[src/rtl/mem_arbiter_pkg.sv]
// Shared definitions for the unified-memory arbiter: read-owner encoding,
// arbitration modes and default widths.
package mem_pkg;

  typedef enum logic {
    OWN_IF = 1'b0,
    OWN_DM = 1'b1
  } owner_e;

  localparam int PRIO_FIXED = 0;
  localparam int PRIO_RR    = 1;

  localparam int DEF_ADDR_W = 7;
  localparam int DEF_DATA_W = 32;
  localparam int DEF_RD_LAT = 1;
  localparam int DEF_CNT_W  = 16;

  // One in-flight read slot: whether a read was issued and which port gets it.
  typedef struct packed {
    logic   valid;
    owner_e owner;
  } rd_tag_t;

endpackage

[src/rtl/rd_tag_pipe.sv]
// DEPTH-stage shift register of read tags; the tail lines up with the
// memory's read data. Cleared asynchronously so in-flight reads are dropped.
module rd_tag_pipe
  import mem_pkg::*;
#(
  parameter int DEPTH = DEF_RD_LAT
) (
  input  logic    clk,
  input  logic    rst_n,
  input  rd_tag_t i_tag,
  output rd_tag_t o_tag
);

  rd_tag_t r_stage [DEPTH];

  always_ff @(posedge clk or negedge rst_n) begin
    if (!rst_n) begin
      for (int i = 0; i < DEPTH; i++) r_stage[i] <= '0;
    end else begin
      r_stage[0] <= i_tag;
      for (int i = 1; i < DEPTH; i++) r_stage[i] <= r_stage[i-1];
    end
  end

  assign o_tag = r_stage[DEPTH-1];

endmodule

[src/rtl/mem_arbiter.sv]
// Shares one single-port pipelined memory between the fetch and data ports:
// one grant per cycle, read results routed back to the issuing port.
module mem_arbiter
  import mem_pkg::*;
#(
  parameter int ADDR_W = DEF_ADDR_W,
  parameter int DATA_W = DEF_DATA_W,
  parameter int RD_LAT = DEF_RD_LAT,
  parameter int PRIO   = PRIO_FIXED,
  parameter int CNT_W  = DEF_CNT_W
) (
  input  logic              clk,
  input  logic              rst,
  input  logic              if_req,
  input  logic [ADDR_W-1:0] if_addr,
  output logic              if_gnt,
  output logic              if_valid,
  output logic [DATA_W-1:0] if_rdata,
  input  logic              dm_req,
  input  logic              dm_we,
  input  logic [ADDR_W-1:0] dm_addr,
  input  logic [DATA_W-1:0] dm_wdata,
  output logic              dm_gnt,
  output logic              dm_valid,
  output logic [DATA_W-1:0] dm_rdata,
  output logic              mem_en,
  output logic              mem_we,
  output logic [ADDR_W-1:0] mem_addr,
  output logic [DATA_W-1:0] mem_wdata,
  input  logic [DATA_W-1:0] mem_rdata,
  output logic [CNT_W-1:0]  contention_cnt
);

  logic             w_contend;
  logic             w_if_gnt;
  logic             w_dm_gnt;
  owner_e           r_last_winner;
  logic [CNT_W-1:0] r_cnt;
  rd_tag_t          w_push_tag;
  rd_tag_t          w_tail_tag;

  assign w_contend = if_req & dm_req;

  // Grants are held low while reset is asserted, even with requests pending.
  always_comb begin
    w_if_gnt = 1'b0;
    w_dm_gnt = 1'b0;
    if (rst) begin
      if (w_contend) begin
        if (PRIO == PRIO_RR && r_last_winner == OWN_DM) w_if_gnt = 1'b1;
        else                                           w_dm_gnt = 1'b1;
      end else begin
        w_if_gnt = if_req;
        w_dm_gnt = dm_req;
      end
    end
  end

  assign if_gnt = w_if_gnt;
  assign dm_gnt = w_dm_gnt;

  always_comb begin
    mem_en    = 1'b0;
    mem_we    = 1'b0;
    mem_addr  = '0;
    mem_wdata = '0;
    if (w_dm_gnt) begin
      mem_en    = 1'b1;
      mem_we    = dm_we;
      mem_addr  = dm_addr;
      mem_wdata = dm_wdata;
    end else if (w_if_gnt) begin
      mem_en    = 1'b1;
      mem_addr  = if_addr;
    end
  end

  // last_winner only moves on contended cycles; the counter saturates.
  always_ff @(posedge clk or negedge rst) begin
    if (!rst) begin
      r_last_winner <= OWN_DM;
      r_cnt         <= '0;
    end else if (w_contend) begin
      r_last_winner <= w_dm_gnt ? OWN_DM : OWN_IF;
      if (r_cnt != {CNT_W{1'b1}}) r_cnt <= r_cnt + CNT_W'(1);
    end
  end

  assign contention_cnt = r_cnt;

  always_comb begin
    w_push_tag       = '0;
    w_push_tag.valid = w_if_gnt | (w_dm_gnt & ~dm_we);
    w_push_tag.owner = w_dm_gnt ? OWN_DM : OWN_IF;
  end

  rd_tag_pipe #(
    .DEPTH (RD_LAT)
  ) u_rd_tag_pipe (
    .clk   (clk),
    .rst_n (rst),
    .i_tag (w_push_tag),
    .o_tag (w_tail_tag)
  );

  assign if_valid = w_tail_tag.valid & (w_tail_tag.owner == OWN_IF);
  assign dm_valid = w_tail_tag.valid & (w_tail_tag.owner == OWN_DM);
  assign if_rdata = mem_rdata;
  assign dm_rdata = mem_rdata;

endmodule
[config.mk]
export PLATFORM = sky130hd
export DESIGN_NAME = mem_arbiter
export DESIGN_NICKNAME = d
export VERILOG_FILES = /design/src/rtl/mem_arbiter_pkg.sv /design/src/rtl/rd_tag_pipe.sv /design/src/rtl/mem_arbiter.sv
export SDC_FILE = /design/constraint.sdc
export NUM_CORES = 1
export LEC_CHECK = 0
export CAP_MARGIN = 10
export CORE_MARGIN = 2
export CORE_UTILIZATION = 27
export CTS_CLUSTER_DIAMETER = 200
export DETAILED_ROUTE_END_ITERATION = 8
export GPL_TIMING_DRIVEN = 0
export HOLD_SLACK_MARGIN = 0.02
export PLACE_DENSITY = 0.83
export SLEW_MARGIN = 10
export SYNTH_ARGS = -nofsm -noshare
export SYNTH_HDL_FRONTEND = slang
export SYNTH_HIERARCHICAL = 1
export SYNTH_SLANG_ARGS = --single-unit
[constraint.sdc]
create_clock -name clk -period 1.98 [get_ports clk]
set_input_delay 0.396 -clock clk [delete_from_list [all_inputs] [get_ports clk]]
set_output_delay 0.396 -clock clk [all_outputs]
set_load 0.02 [all_outputs]
# Word-level counts from Yosys, hierarchy flattened
# Index checks and enable logic that the tools add are counted.
# totals
output_inout_bits,125
inputBits,83
wordCells,24
regBits,18
# classes
addsub,1
reduce_logical,1
bitwise_logic,7
mux,11
eq_ne,1
# op_table
op,count
$mux 32,1
$add 16x1->16 const B,1
$ne 16x16->1 const B,1
$mux 7,2
$mux 1,8
$and 1x1->1,4
$not 1->1,2
$reduce_and 2->1,1
$or 1x1->1,1

# Logic depth before layout (Yosys ltp)
# depth
word_depth,5
mapped_depth,5

# By module
# The synthesis kept the hierarchy.
# modules_own_cells
mod,n_inst,area_per_inst_um2,cells_each
mem_arbiter,1,1636.6,196
rd_tag_pipe,1,50.0,2

# Worst setup path after synthesis
# No wires, ideal clock.
# synth_path
kind,in2out
from,input port dm_req
to,output port mem_addr[0]
setup_slack_ns,0.164
required_ns,1.584
cell_stages,3
t_arrival_ns,1.420
path_buffers,1
cell_sequence,clkbuf_1 -> nor2_1 -> a22o_1
# synth_between
elab_chain_len,5
elab_cells_between_ends,7
classes_between,6 x mux; 1 x bitwise
# synth_lines
item,line,source
"start, declared",mem_arbiter.sv:19,"input logic dm_req,"
$and 1x1->1,mem_arbiter.sv:42,assign w_contend = if_req & dm_req;
$mux 1,mem_arbiter.sv:49,if (w_contend) begin
$mux 1,mem_arbiter.sv:48,if (rst) begin
net if_gnt,mem_arbiter.sv:16,"output logic if_gnt,"
$mux 7,mem_arbiter.sv:72,end else if (w_if_gnt) begin
$mux 7,mem_arbiter.sv:67,if (w_dm_gnt) begin
"end, declared",mem_arbiter.sv:28,"output logic [ADDR_W-1:0] mem_addr,"
# The timed path passes the listed nets, and every way through them passes these cells.

# Worst setup path after layout
# layout_path
from,input port dm_req
to,output port mem_wdata[18]
# layout_between
elab_chain_len,4
# layout_lines
item,line,source
$and 1x1->1,mem_arbiter.sv:42,
$mux 1 (*),mem_arbiter.sv:49,
$mux 1 (*),mem_arbiter.sv:48,
$mux 32 (*),mem_arbiter.sv:67,
"end, declared",mem_arbiter.sv:29,"output logic [DATA_W-1:0] mem_wdata,"
# Mark *: on every way between the ends. The rest lies on a longest branch, timed or not.

==> flow_summary_export.csv <==
group,metric,value,unit
outcome,status,"complete, no violations",
timing,max-slew-margin-rel,45.6,%
worst_hold_path,min_path_type,"register to register",
grt,grt_use_total,17.2,%
synth,synth.distinct_cells,31,
power_and_ir_drop,clkPwrFrac,17.6,%
worst_setup_path,crit_family,"buffers and inverters",
synth,ys_seq_area_share,26.7,%
floorplanning,row_count,28,
timing,slew_viol_final,0,
timing,rsz0062_at_grt,"false",
floorplanning,fp.dieW,83.0,um
drt,drtPass1Iterations,4,
synth,synth_fp_nets,282,
clocking,cts_tree,"yes",
drt,drtIter0Drc,42,
worst_setup_path,cp.buffers_inverters,4,
placed_design,dp_cells,448,
drt,postRouteAntennaNets,0,
floorplanning,ios,208,
power_and_ir_drop,leakage,1.76,nW
timing,fmax,525,MHz
timing,period_needed,1910,ps
final_layout,syn_to_final_growth,114,%
worst_setup_path,slowest_delay,330,ps
drt,drc,0,
grt,antenna_found_initial,0,
power_and_ir_drop,p_int,0.00110,W
clocking,root_buffer,"clkbuf_8",
power_and_ir_drop,seqPwrFrac,30.1,%
drt,viasPerCell,4.45,
synth,async_reset_ff_share,100,%
placed_design,placed_area,3530,sq um
final_layout,final_core_util,60.2,%
worst_setup_path,path_class,"primary input to output port",
clocking,cts_made_buffers,3,
drt,wl_per_cell,13.6,um
floorplanning,core,5990,sq um
clocking,cts.path.max_buffers,2,
clocking,path_clk_slew,70,ps
synth,syn-cell-area,1690,sq um
clocking,h-tree-depth,1,
final_layout,n_antenna_cell,0,
worst_setup_path,critPathLaunchType,"primary input",
final_layout,fin_cells,456,
timing,tightest_slew,814,ps
placed_design,port_buffers,175,
grt,gr-usage-met1,19.0,%
worst_setup_path,cp.arrival,1510,ps
floorplanning,die_h,83.0,um
synth,synth_edf_count,0,
timing,setup_violations,0,
power_and_ir_drop,p_total,0.00170,W
worst_setup_path,crit_path_frequent_cell,"dlygate4sd2_1",
floorplanning,dieArea,6890,sq um
worst_setup_path,cp_max_fo,10,
worst_setup_path,path_cells,"dlygate4sd2_1 -> clkbuf_8 -> clkbuf_2 -> and3_1 -> dlygate4sd2_1",
grt,grt_pass1_vias,2121,
run,maxCapViolCount,0,
timing,finalCritPeriodShare,96.2,%
worst_setup_path,slowest_stage,"dlygate4sd2_1",
drt,totalWireLength,6.20,mm
timing,fin_tns_setup,0,ps
final_layout,stdcell_area,3600,sq um
drt,vias,2027,
floorplanning,start_util,28.2,%
synth,synth_warnings,6,
clocking,insertion_delay,250,ps
power_and_ir_drop,netSwitchingPower,0.000603,W
final_layout,final_nets,466,
worst_setup_path,critPathCaptureType,"output port",
final_layout,drive_above_1_share,27.3,%
power_and_ir_drop,netSwitchingFraction,35.5,%
grt,grt.overflow.total,0,
grt,grt_busiest_layer,"met2",
power_and_ir_drop,comb_power_share,52.4,%
placed_design,finalWeightedCongestion,0.809,
grt,grtUsageMet2,32.3,%
placed_design,hpwl,5.22,mm
grt,use_met3,4.67,%
grt,grt_max_degree,28,
power_and_ir_drop,peakVddDrop,441,uV
synth,synth-seq-cells,18,
timing,clock_skew,3.55,ps
power_and_ir_drop,powerDensity,471,nW/um^2
synth,netlist_instances,198,
grt,grt_pass1_wl,10.0,mm
worst_setup_path,cp.required,1580,ps
final_layout,fillers,514,
clocking,cts_sinks,18,
timing,hold_violations,0,
synth,syn_avg_cell_area,8.52,sq um
synth,ys.flop_type,"dfrtp_1",
[state kept, by name, summed over array words and instances (netlist names)]
name and flops:
contention_cnt 16, u_rd_tag_pipe/o_tag 2
[cell usage after synthesis (2+ instances only)]
cell type   n  area, sq um
nor4_1      3         18.8
buf_4      64          480
nor4b_1     2         17.5
clkbuf_1    8         30.0
nor2_1      4         15.0
nand4_1     3         18.8
and3_1     35          219
nand2_1     8         30.0
nor3_1      5         25.0
nand4_2     2         25.0
o21ai_0     3         15.0
and2_1      2         12.5
dfrtp_1    18          450
nand3_1     6         30.0
a22o_1      7         61.3
xor2_1      7         61.3
inv_1       3         11.3
xnor2_1     5         43.8
[final timing paths]
kind / from / endpoint / slack (ps) / depth (start not counted)
min reg2reg: contention_cnt[15] / contention_cnt[15] / 510 / 1
min: contention_cnt[15] / contention_cnt[15] / 510 / 1
max: dm_req / mem_wdata[18] / 70 / 5
min in group asynchronous: rst / contention_cnt[11] / 820 / 2
max reg2reg: contention_cnt[8] / contention_cnt[1] / 200 / 4
max in group asynchronous: rst / u_rd_tag_pipe/o_tag[0] / 650 / 2
[power groups by stage]
stage                     Sequential [W]  Combinational, W  Clock (W)
after CTS                       0.000510          0.000897   0.000305
after global routing            0.000517          0.000950   0.000326
final                           0.000511          0.000890   0.000298
after global placement          0.000512          0.000896          0
after floorplan                 0.000562          0.000386          0
after detailed placement        0.000516          0.000909          0
[cell usage in the layout (no fill, tap or decap), drive strengths merged]
cell,synthesis,layout
xor2,7,7
nor4,4,4
or2,1,1
mux2,2,2
buf,64,77
clkbuf,8,12
ha,1,1
nand4,5,5
nand2,8,8
nor2,5,5
nand3,6,6
dlygate4sd2,0,11
nor3b,1,1
inv,3,3
o21a,1,1
nor4b,2,2
a22o,7,7
o21ai,3,3
and3,35,35
a21boi,1,1
clkdlybuf4s50,0,129
nor3,5,5
dlygate4sd3,0,1
xnor2,5,5
clkdlybuf4s15,0,25
a31oi,1,1
and2,2,2
nor2b,1,1
dfrtp,18,18
o2111ai,1,1
a21oi,1,1
[stage by stage]
| step | setup slack (ps) | hold WS (ps) |
|---|---|---|
| after floorplan | 164 | 100 |
| final | 74.4 | 510 |
| after CTS | 25.5 | 41.8 |
| after global placement | -1470 | 485 |
| after detailed placement | -1510 | 493 |
| after global routing | 0.204 | 525 |
[cells by family (layout without fill, tap and decap cells)]
family                   count (synthesis)  in the layout  share of synthesized area, %
AO/OA/AOI/OAI                           15             15                          6.60
XOR/XNOR                                12             12                          6.23
adder cells (fa/ha/maj)                  1              1                         0.742
buffers and inverters                   75            258                          30.9
flip-flops                              18             18                          26.7
multiplexers                             2              2                          1.56
AND/OR/NAND/NOR                         75             75                          27.2
[routing by layer]
layer,vias up,routed length (um)
li1,986,-
met1,899,2280
met2,136,3200
met3,6,655
met4,0,65
met5,-,0
[layout make-up]
class                           instances  area [sq um]  area share (%)
Tap cell                               75          93.8            2.60
Multi-Input combinational cell        105           723            20.1
Timing Repair Buffer                  180          1750            48.5
Inverter                                3          11.3           0.312
Sequential cell                        18           450            12.5
Buffer                                 71           524            14.5
Clock buffer                            4          55.1            1.53
[what timing repair did]
item / CTS / global route
setup endpoints to repair: 44 / 25
gates resized for setup: 116 / 8
buffers inserted: 4 / 0
pin swaps: 1 / 0
endpoints found under the hold margin: 0 / 18
hold buffers: 0 / 1
Note: power is estimated with default switching activity, not from simulation.
